--- src/rtl/seg7_mux_counter.sv ---
// seg7_mux_counter
// Multi-digit BCD up/down counter with a prescaled count step, driving a
// time-multiplexed 7-segment display (one digit lit at a time).
//
// Ports:
//   clk         clock, rising edge
//   rst_n       synchronous active-low reset
//   en          count enable (prescaler holds when low)
//   up_dn       1 = count up, 0 = count down (sampled on the step edge)
//   clear       synchronous clear of count and prescaler
//   load        synchronous load of load_value (nibbles > 9 saturate to 9)
//   load_value  BCD load value, digit 0 in bits [3:0]
//   count       registered BCD count
//   tick        one-cycle pulse on each count step
//   carry_out   one-cycle pulse when a step wraps (all-9s <-> all-0s)
//   seg         segments a..g in bits 0..6
//   dp          decimal point, lit on digit 0 while paused
//   digit_sel   one-hot digit enable
module seg7_mux_counter #(
    parameter int TICK_DIV     = 10000000,
    parameter int DIGITS       = 4,
    parameter int SCAN_DIV     = 1000,
    parameter int BLANK_LZ     = 1,
    parameter int COMMON_ANODE = 0
) (
    input  logic                  clk,
    input  logic                  rst_n,
    input  logic                  en,
    input  logic                  up_dn,
    input  logic                  clear,
    input  logic                  load,
    input  logic [4*DIGITS-1:0]   load_value,
    output logic [4*DIGITS-1:0]   count,
    output logic                  tick,
    output logic                  carry_out,
    output logic [6:0]            seg,
    output logic                  dp,
    output logic [DIGITS-1:0]     digit_sel
);

    localparam int CW     = 4 * DIGITS;
    localparam int PRE_W  = $clog2(TICK_DIV);
    localparam int SCAN_W = (SCAN_DIV > 1) ? $clog2(SCAN_DIV) : 1;
    localparam int IDX_W  = (DIGITS > 1) ? $clog2(DIGITS) : 1;

    logic [CW-1:0]     count_reg;
    logic [PRE_W-1:0]  prescaler_reg;
    logic              tick_reg;
    logic              carry_reg;
    logic [SCAN_W-1:0] scan_cnt_reg;
    logic [IDX_W-1:0]  idx_reg;

    logic [CW-1:0]     load_sat;
    logic [3:0]        digit [DIGITS];
    // upper_zero[i] = digit i and every digit above it are zero
    logic              upper_zero [DIGITS+1];

    assign upper_zero[DIGITS] = 1'b1;

    genvar gi;
    generate
        for (gi = 0; gi < DIGITS; gi++) begin : g_digit
            assign load_sat[gi*4 +: 4] = (load_value[gi*4 +: 4] > 4'd9) ? 4'd9
                                                                          : load_value[gi*4 +: 4];
            assign digit[gi]      = count_reg[gi*4 +: 4];
            assign upper_zero[gi] = (digit[gi] == 4'd0) && upper_zero[gi+1];
        end
    endgenerate

    // Ripple BCD increment/decrement; the carry/borrow left over after the
    // top digit means the whole count wrapped.
    logic [CW-1:0] count_inc;
    logic [CW-1:0] count_dec;
    logic          inc_c;
    logic          dec_b;

    always_comb begin
        count_inc = count_reg;
        count_dec = count_reg;
        inc_c     = 1'b1;
        dec_b     = 1'b1;
        for (int i = 0; i < DIGITS; i++) begin
            if (inc_c) begin
                if (count_reg[i*4 +: 4] == 4'd9) begin
                    count_inc[i*4 +: 4] = 4'd0;
                end else begin
                    count_inc[i*4 +: 4] = count_reg[i*4 +: 4] + 4'd1;
                    inc_c = 1'b0;
                end
            end
            if (dec_b) begin
                if (count_reg[i*4 +: 4] == 4'd0) begin
                    count_dec[i*4 +: 4] = 4'd9;
                end else begin
                    count_dec[i*4 +: 4] = count_reg[i*4 +: 4] - 4'd1;
                    dec_b = 1'b0;
                end
            end
        end
    end

    logic [CW-1:0] step_count;
    logic          step_wrap;

    assign step_count = up_dn ? count_inc : count_dec;
    assign step_wrap  = up_dn ? inc_c : dec_b;

    always_ff @(posedge clk) begin
        if (!rst_n) begin
            count_reg     <= '0;
            prescaler_reg <= '0;
            tick_reg      <= 1'b0;
            carry_reg     <= 1'b0;
        end else if (clear) begin
            count_reg     <= '0;
            prescaler_reg <= '0;
            tick_reg      <= 1'b0;
            carry_reg     <= 1'b0;
        end else if (load) begin
            count_reg     <= load_sat;
            prescaler_reg <= '0;
            tick_reg      <= 1'b0;
            carry_reg     <= 1'b0;
        end else if (en) begin
            if (prescaler_reg == PRE_W'(TICK_DIV - 1)) begin
                prescaler_reg <= '0;
                count_reg     <= step_count;
                tick_reg      <= 1'b1;
                carry_reg     <= step_wrap;
            end else begin
                prescaler_reg <= prescaler_reg + 1'b1;
                tick_reg      <= 1'b0;
                carry_reg     <= 1'b0;
            end
        end else begin
            tick_reg  <= 1'b0;
            carry_reg <= 1'b0;
        end
    end

    // Display scan is free-running: only reset touches it.
    always_ff @(posedge clk) begin
        if (!rst_n) begin
            scan_cnt_reg <= '0;
            idx_reg      <= '0;
        end else if (scan_cnt_reg == SCAN_W'(SCAN_DIV - 1)) begin
            scan_cnt_reg <= '0;
            idx_reg      <= (idx_reg == IDX_W'(DIGITS - 1)) ? '0 : idx_reg + 1'b1;
        end else begin
            scan_cnt_reg <= scan_cnt_reg + 1'b1;
        end
    end

    // Display decode (active-high before polarity is applied)
    logic [3:0]        cur_digit;
    logic              blank;
    logic [6:0]        seg_raw;
    logic              dp_raw;
    logic [DIGITS-1:0] sel_raw;

    assign cur_digit = digit[idx_reg];
    assign blank     = (BLANK_LZ != 0) && (idx_reg != '0) && upper_zero[idx_reg];
    assign dp_raw    = (idx_reg == '0) && !en;
    assign sel_raw   = DIGITS'(1) << idx_reg;

    always_comb begin
        seg_raw = 7'h00;
        if (!blank) begin
            case (cur_digit)
                4'd0:    seg_raw = 7'h3F;
                4'd1:    seg_raw = 7'h06;
                4'd2:    seg_raw = 7'h5B;
                4'd3:    seg_raw = 7'h4F;
                4'd4:    seg_raw = 7'h66;
                4'd5:    seg_raw = 7'h6D;
                4'd6:    seg_raw = 7'h7D;
                4'd7:    seg_raw = 7'h07;
                4'd8:    seg_raw = 7'h7F;
                4'd9:    seg_raw = 7'h6F;
                default: seg_raw = 7'h00;
            endcase
        end
    end

    assign count     = count_reg;
    assign tick      = tick_reg;
    assign carry_out = carry_reg;
    assign seg       = (COMMON_ANODE != 0) ? ~seg_raw : seg_raw;
    assign dp        = (COMMON_ANODE != 0) ? ~dp_raw  : dp_raw;
    assign digit_sel = (COMMON_ANODE != 0) ? ~sel_raw : sel_raw;

endmodule

--- config.mk ---
export PLATFORM = sky130hd
export DESIGN_NAME = seg7_mux_counter
export DESIGN_NICKNAME = d
export VERILOG_FILES = /design/src/rtl/seg7_mux_counter.sv
export SDC_FILE = /design/constraint.sdc
export NUM_CORES = 1
export LEC_CHECK = 0
export BUFFER_PORTS_ARGS = -buffer_cell sky130_fd_sc_hd__clkbuf_2
export CORE_MARGIN = 2
export CORE_UTILIZATION = 55
export CTS_BUF_LIST = sky130_fd_sc_hd__clkbuf_8
export DETAILED_ROUTE_END_ITERATION = 7
export HOLD_SLACK_MARGIN = 0.12
export MAX_ROUTING_LAYER = met4
export PLACE_DENSITY = 0.77
export SYNTH_ARGS = -nofsm -noshare
export SYNTH_HDL_FRONTEND = slang
export SYNTH_SLANG_ARGS = --single-unit
--- constraint.sdc ---
create_clock -name clk -period 4 [get_ports clk]
set_clock_uncertainty 0.05 [all_clocks]
set_input_delay 0.6 -clock clk [delete_from_list [all_inputs] [get_ports clk]]
set_output_delay 0.6 -clock clk [all_outputs]
set_load 0.005 [all_outputs]
== Word-level counts from Yosys, hierarchy flattened ==
Memories as Yosys holds them, arrays and structs flattened.
Cells that the tools add are included.

* Input bits: 22
* Memories: 1
* Memory bits (read-only): 112
* Logic and storage cells: 115
* Output and inout port bits: 30
* Bits in registers: 54

{| class="wikitable"
|+ Memories
! memory !! words !! width !! rd ports !! clocked after Yosys merged registers in !! wr ports !! RTL line !! text
|-
| (no name shown) || 16 || 7 || 1 || 0 || 0 || 169 || <nowiki>case (cur_digit)</nowiki>
|}

* Equality and inequality tests: 10
* Reductions and logical operators: 26
* Shift-type cells: 1
* Bitwise operators: 4
* Muxes and demuxes: 47
* Magnitude comparators: 6
* $add $sub $neg: 11

{| class="wikitable"
|+ Operators with widths
! cell !! number
|-
| 2-to-1 mux 4 bit || 20
|-
| 2-to-1 mux 16 bit || 4
|-
| adder 24 x 1 -> 24 bit (second input constant) || 1
|-
| equality test 24 bit (second input constant) || 1
|-
| 2-to-1 mux 24 bit || 1
|-
| 2-to-1 mux 1 bit || 18
|-
| adder 4 x 1 -> 4 bit (second input constant) || 4
|-
| equality test 4 bit (second input constant) || 4
|-
| greater-than comparator 4 bit (second input constant) || 4
|-
| zero test 4 bit || 4
|-
| subtractor 4 x 1 -> 4 bit (second input constant) || 4
|-
| AND reduction 4 bit || 3
|-
| adder 10 x 1 -> 10 bit (second input constant) || 1
|-
| equality test 10 bit (second input constant) || 1
|-
| inequality test 3 x 1 -> 1 bit (second input constant) || 3
|-
| nonzero test 3 bit || 3
|-
| binary-select mux 4 bit (select 2 bit) || 1
|-
| 2-to-1 mux 7 bit || 1
|-
| nonzero test 2 bit || 3
|-
| logical AND 1 bit || 5
|-
| OR reduction 5 bit || 1
|-
| >= comparator 3 x 4 -> 1 bit (second input constant) || 1
|-
| OR reduction 2 bit || 2
|-
| OR reduction 4 bit || 1
|-
| other kinds (12) || 14
|}

== Depth between registers and ports, before layout ==
* Word-level depth: 9
* Depth in mapped cells: 8
* Depth with buffers taken out: 6

== Worst setup path after synthesis ==
No wires, ideal clock.

* Path kind: register to output
* Start: reg idx_reg[1]
* End: out seg[5]
* Slack: 1539 ps
* Cell stages (with the launch flop): 6
* Data arrival time: 1811 ps
* Buffers on the path: 1
* Required time: 3350 ps
* Cell sequence: dfxtp_1 > buf_2 > mux4_2 > ha_1 > or3_1 > a21oi_1

* Longest elaborated chain between the ends: 6
* Elaborated cells between the ends (all ways): 11
* Classes of those cells: 7 x mux; 1 x bitwise; 2 x reduce/logical; 1 x memory

{| class="wikitable"
|+ RTL lines
! element !! RTL line !! text
|-
| start: declaration || 51 || <nowiki>logic [IDX_W-1:0] idx_reg;</nowiki>
|-
| start signal: assignment || 148 || <nowiki>idx_reg <= (idx_reg == IDX_W'(DIGITS - 1)) ? '0 : idx_reg + 1'b1;</nowiki>
|-
| NOT 2 -> 3 bit (not written as such) || 161, 162 ||
|-
| binary-select mux 4 bit (select 2 bit) / binary-select mux 1 bit (select 3 bit) (equally long branches) || 161, 162 ||
|-
| 2-to-1 mux 4 bit (not written as such) / 2-to-1 mux 1 bit (equally long branches) (2 in a row) || 161, 162 ||
|-
| memory (16 x 7 bit) / logical AND 1 bit (equally long branches) || -- ||
|-
| 2-to-1 mux 7 bit * || 168 || <nowiki>if (!blank) begin</nowiki>
|-
| end: declaration || 36 || <nowiki>output logic [6:0] seg,</nowiki>
|}

Every way passes the cells marked *; elsewhere a longest branch is shown, timed or not. The select of a mux whose other input is x is not followed.

== Worst setup path in the final report ==
* Start: reg idx_reg[0]
* End: out seg[1]

The elaborated chain is that of the path after synthesis.

==> impl_results.html <==
<table>
<tr><th>Metric</th><th>Value</th></tr>
<tr><th colspan="2">Outcome</th></tr>
<tr><td>Status</td><td>finished, final reports clean</td></tr>
<tr><th colspan="2">Detailed routing</th></tr>
<tr><td>DRC Markers</td><td>0</td></tr>
<tr><td>Total detailed-routing wirelength</td><td>8450 µm</td></tr>
<tr><td>DRT Pass-1 Iters</td><td>4</td></tr>
<tr><td>WL per Instance</td><td>15.2 µm</td></tr>
<tr><td>Initial detailed-routing violation count</td><td>244</td></tr>
<tr><td>Via density</td><td>6.08</td></tr>
<tr><td>Count of vias placed by the detailed router</td><td>3384</td></tr>
<tr><td>Antenna-violating nets left</td><td>0</td></tr>
<tr><th colspan="2">Synth</th></tr>
<tr><td>Number of synthesized flops with an enable pin</td><td>0</td></tr>
<tr><td>Number of distinct library cells after synthesis</td><td>59</td></tr>
<tr><td>Number of synthesized register bits</td><td>54</td></tr>
<tr><td>Sequential share of the synthesized area</td><td>0.303</td></tr>
<tr><td>Post-Synthesis Cell Area</td><td>3570 µm²</td></tr>
<tr><td>Ys Warns</td><td>0</td></tr>
<tr><td>Most used DFF post-synth</td><td>dfxtp_1</td></tr>
<tr><td>Largest cells by area after synthesis</td><td>dfxtp_1 30%, xnor2_1 5.4%, nor2_1 5.2%, xor2_1 4.4%, o21ai_0 4.1%</td></tr>
<tr><td>Synthesized instance count</td><td>452</td></tr>
<tr><td>Post-synth net total</td><td>485</td></tr>
<tr><td>Synth async-reset ratio</td><td>0</td></tr>
<tr><td>Area leader, netlist</td><td>dfxtp_1</td></tr>
<tr><td>Top cell type's share of synthesized area</td><td>0.303</td></tr>
<tr><td>Post-Syn Area per Cell</td><td>7.90 µm²</td></tr>
<tr><th colspan="2">Place</th></tr>
<tr><td>Post-DP HPWL</td><td>5910 µm</td></tr>
<tr><td>Total of buffers placed on input and output ports</td><td>51</td></tr>
<tr><td>Placed cell count</td><td>549</td></tr>
<tr><td>Gp weighted congestion</td><td>0.881</td></tr>
<tr><th colspan="2">Timing</th></tr>
<tr><td>Slew @ Worst Pin</td><td>1.10 ns</td></tr>
<tr><td>Final Max Slew Viols</td><td>0</td></tr>
<tr><td>Number of setup violations in the final report</td><td>0</td></tr>
<tr><td>Fmax</td><td>317 MHz</td></tr>
<tr><td>Accumulated negative setup slack</td><td>0 ns</td></tr>
<tr><td>Final hold vios</td><td>0</td></tr>
<tr><td>Setup repair after global routing missed its margin</td><td>no</td></tr>
<tr><td>Ratio of final minimum period to clock period</td><td>0.788</td></tr>
<tr><td>Worst slew slack as a fraction of its limit</td><td>0.262</td></tr>
<tr><td>Final period demand of the worst path</td><td>3.15 ns</td></tr>
<tr><th colspan="2">Final layout</th></tr>
<tr><td>Antenna cell count</td><td>0</td></tr>
<tr><td>Final Non-Filler Cells</td><td>557</td></tr>
<tr><td>Area overhead of the layout relative to synthesis</td><td>8.55%</td></tr>
<tr><td>Post-Route Utilization</td><td>0.614</td></tr>
<tr><td>Nets@finish</td><td>512</td></tr>
<tr><td>Largest register FFs</td><td>24</td></tr>
<tr><td>Fraction of final layout cells sized beyond drive strength 1</td><td>0.152</td></tr>
<tr><th colspan="2">Setup path</th></tr>
<tr><td>Worst endpoint required time</td><td>3.35 ns</td></tr>
<tr><td>Setup CP Type</td><td>flop to output pin</td></tr>
<tr><td>Highest cell delay on the worst timing path</td><td>0.57 ns</td></tr>
<tr><td>Max Fanout on Critical Path</td><td>10</td></tr>
<tr><td>Critical Path, Cell by Cell</td><td>inv_1, ha_1, or3_1, a2111oi_4, nor2_1, clkbuf_2</td></tr>
<tr><td>Arr. time, crit path</td><td>2.50 ns</td></tr>
<tr><td>Slowest-stage cell, CP</td><td>dfxtp_1</td></tr>
<tr><td>Crit end category</td><td>output pin</td></tr>
<tr><td>Type of element launching the critical path</td><td>flop</td></tr>
<tr><th colspan="2">Floorplanning</th></tr>
<tr><td>I/O Pins</td><td>52</td></tr>
<tr><td>Core area</td><td>6310 µm²</td></tr>
<tr><td>Starting density of the core</td><td>0.566</td></tr>
<tr><td>DIE WIDTH</td><td>84.6 µm</td></tr>
<tr><td>Standard-cell row count</td><td>29</td></tr>
<tr><td>DIE AREA</td><td>7150 µm²</td></tr>
<tr><td>Vertical die dimension</td><td>84.6 µm</td></tr>
<tr><th colspan="2">Clock tree</th></tr>
<tr><td>Cell chosen for the clock root</td><td>clkbuf_8</td></tr>
<tr><td>Register clock-pin slew on the reported worst setup and hold paths</td><td>0.11 ns</td></tr>
<tr><td>Clock latency reported for the late side of the worst-skew pair</td><td>0.32 ns</td></tr>
<tr><td>Number of buffers added by the clock tree synthesis step</td><td>5</td></tr>
<tr><td>Sinks on Clock Net</td><td>54</td></tr>
<tr><td>Post_cts resized</td><td>0</td></tr>
<tr><td>H-tree lvl count</td><td>2</td></tr>
<tr><td>TritonCTS clock tree</td><td>built</td></tr>
<tr><td>Hold Buf Count CTS</td><td>0</td></tr>
<tr><td>Buffer depth of the longest clock path</td><td>2</td></tr>
<tr><td>Setup fix buffers added after clock tree synthesis</td><td>0</td></tr>
<tr><th colspan="2">GRT</th></tr>
<tr><td>First-pass GRT wire length</td><td>14300 µm</td></tr>
<tr><td>Vias in the first global route</td><td>3056</td></tr>
<tr><td>GR Util All Layers</td><td>0.246</td></tr>
<tr><td>Antenna violations before repair</td><td>0</td></tr>
<tr><td>Largest net degree at the start of global routing</td><td>33</td></tr>
<tr><td>Total congestion overflow after global routing</td><td>0</td></tr>
<tr><th colspan="2">Pwr</th></tr>
<tr><td>Leak pwr</td><td>1.41 nW</td></tr>
<tr><td>Total design power</td><td>1.05 mW</td></tr>
<tr><td>Cell internal pwr</td><td>0.737 mW</td></tr>
<tr><td>Switching share of total power</td><td>0.297</td></tr>
<tr><td>Sw power</td><td>0.311 mW</td></tr>
<tr><td>Power Density</td><td>270 nW/µm²</td></tr>
<tr><td>Fraction of power consumed by the clock network</td><td>0.322</td></tr>
<tr><td>Worst VDD drop</td><td>0.206 mV</td></tr>
<tr><td>Share of total power in combinational logic</td><td>0.137</td></tr>
<tr><td>Power share of the sequential group</td><td>0.542</td></tr>
<tr><th colspan="2">Hold path</th></tr>
<tr><td>Path type of the worst min-delay path</td><td>flop to flop</td></tr>
<tr><th colspan="2">Job</th></tr>
<tr><td>Number of max-cap violations</td><td>0</td></tr>
</table>
[cell families (layout without fill, tap and decap cells)]
| logic type | Yosys count | in the layout | share of synthesized area |
|---|---|---|---|
| mux | 11 | 11 | 0.0417 |
| compound gates | 96 | 96 | 0.176 |
| flops | 54 | 54 | 0.303 |
| fa+ha+maj | 11 | 11 | 0.0385 |
| buf+inv | 49 | 77 | 0.0592 |
| xor+xnor | 40 | 40 | 0.0981 |
| simple gates | 191 | 191 | 0.284 |
[worst max-delay path, delay by kind of cell (launching register included)]
family / cells / cell delay [ns]
flops: 1 / 0.57
simple gates: 2 / 0.51
compound gates: 1 / 0.51
buf+inv: 2 / 0.30
fa+ha+maj: 1 / 0.28
[power by group through the flow]
| stage | registers, mW | clock network (mW) | logic, mW |
|---|---|---|---|
| 3_5_place_dp | 0.579 | 0 | 0.140 |
| 2_1_floorplan | 0.565 | 0 | 0.111 |
| 6_report | 0.567 | 0.337 | 0.143 |
| 3_3_place_gp | 0.578 | 0 | 0.138 |
| 5_1_grt | 0.570 | 0.360 | 0.160 |
| 4_1_cts | 0.566 | 0.340 | 0.142 |
[cell usage after synthesis (3+ instances only)]
library cell	number
dfxtp_1	54
nor2_1	49
nand2_1	32
o21ai_0	29
a21oi_1	25
clkbuf_1	22
xnor2_1	22
nand3_1	19
inv_1	18
xor2_1	18
nor3_1	12
nor4_1	12
and3_1	11
ha_1	11
nand4_1	11
mux2i_1	7
or3_1	7
nor2b_1	6
nor4b_1	6
o31ai_1	5
and4_1	4
buf_2	4
nand3b_1	4
o21bai_1	4
or4_1	4
a311oi_1	3
a31oi_1	3
and2_1	3
buf_6	3
mux4_2	3
o22ai_1	3
o311ai_0	3
or2_2	3
[layout make-up]
class                   instances  area, µm²
inverters                      18       67.6
fillers                       569       2440
clock buffers                   5       68.8
clock inverters                 3       28.8
repair buffers                 51        255
multi-input cells             349       2280
well taps                      77       96.3
flip-flops and latches         54       1080
[through the flow]
step	hold WS (ns)	area, µm²	worst slack (ns)
after CTS	0.402	3880	0.848
after global placement	0.380	3780	1.30
after global routing	0.429	3880	0.682
after floorplan	0.363	3570	1.54
after detailed placement	0.386	3780	1.20
final	0.402	3880	0.850
[cell usage in the layout, fill, tap and decap left out, types with 12 or more instances in the layout]
master    instances
nand2_1          32
dfxtp_1          54
a21oi_1          25
nor3_1           12
o21ai_0          29
inv_1            18
nor4_1           12
nand3_1          19
nor2_1           49
xor2_1           18
clkbuf_2         51
xnor2_1          22
[path summary, 6_finish.rpt]
check | slack [ns] | from | cells after the start | to
max reg2reg | 1.60 | prescaler_reg[7] | 5 | prescaler_reg[9]
min | 0.40 | scan_cnt_reg[0] | 1 | scan_cnt_reg[0]
max | 0.85 | idx_reg[0] | 6 | seg[1]
min reg2reg | 0.40 | scan_cnt_reg[0] | 1 | scan_cnt_reg[0]
[metal layers]
layer	part of all wire	track usage	vias to the layer above	wire length [µm]
met5	0	-	-	0
met4	0.0070	0.0750	0	59
met3	0.053	0.0413	6	452
met2	0.45	0.373	98	3770
met1	0.49	0.336	1603	4180
li1	-	-	1677	-
Note: power is estimated with default switching activity, not from simulation.
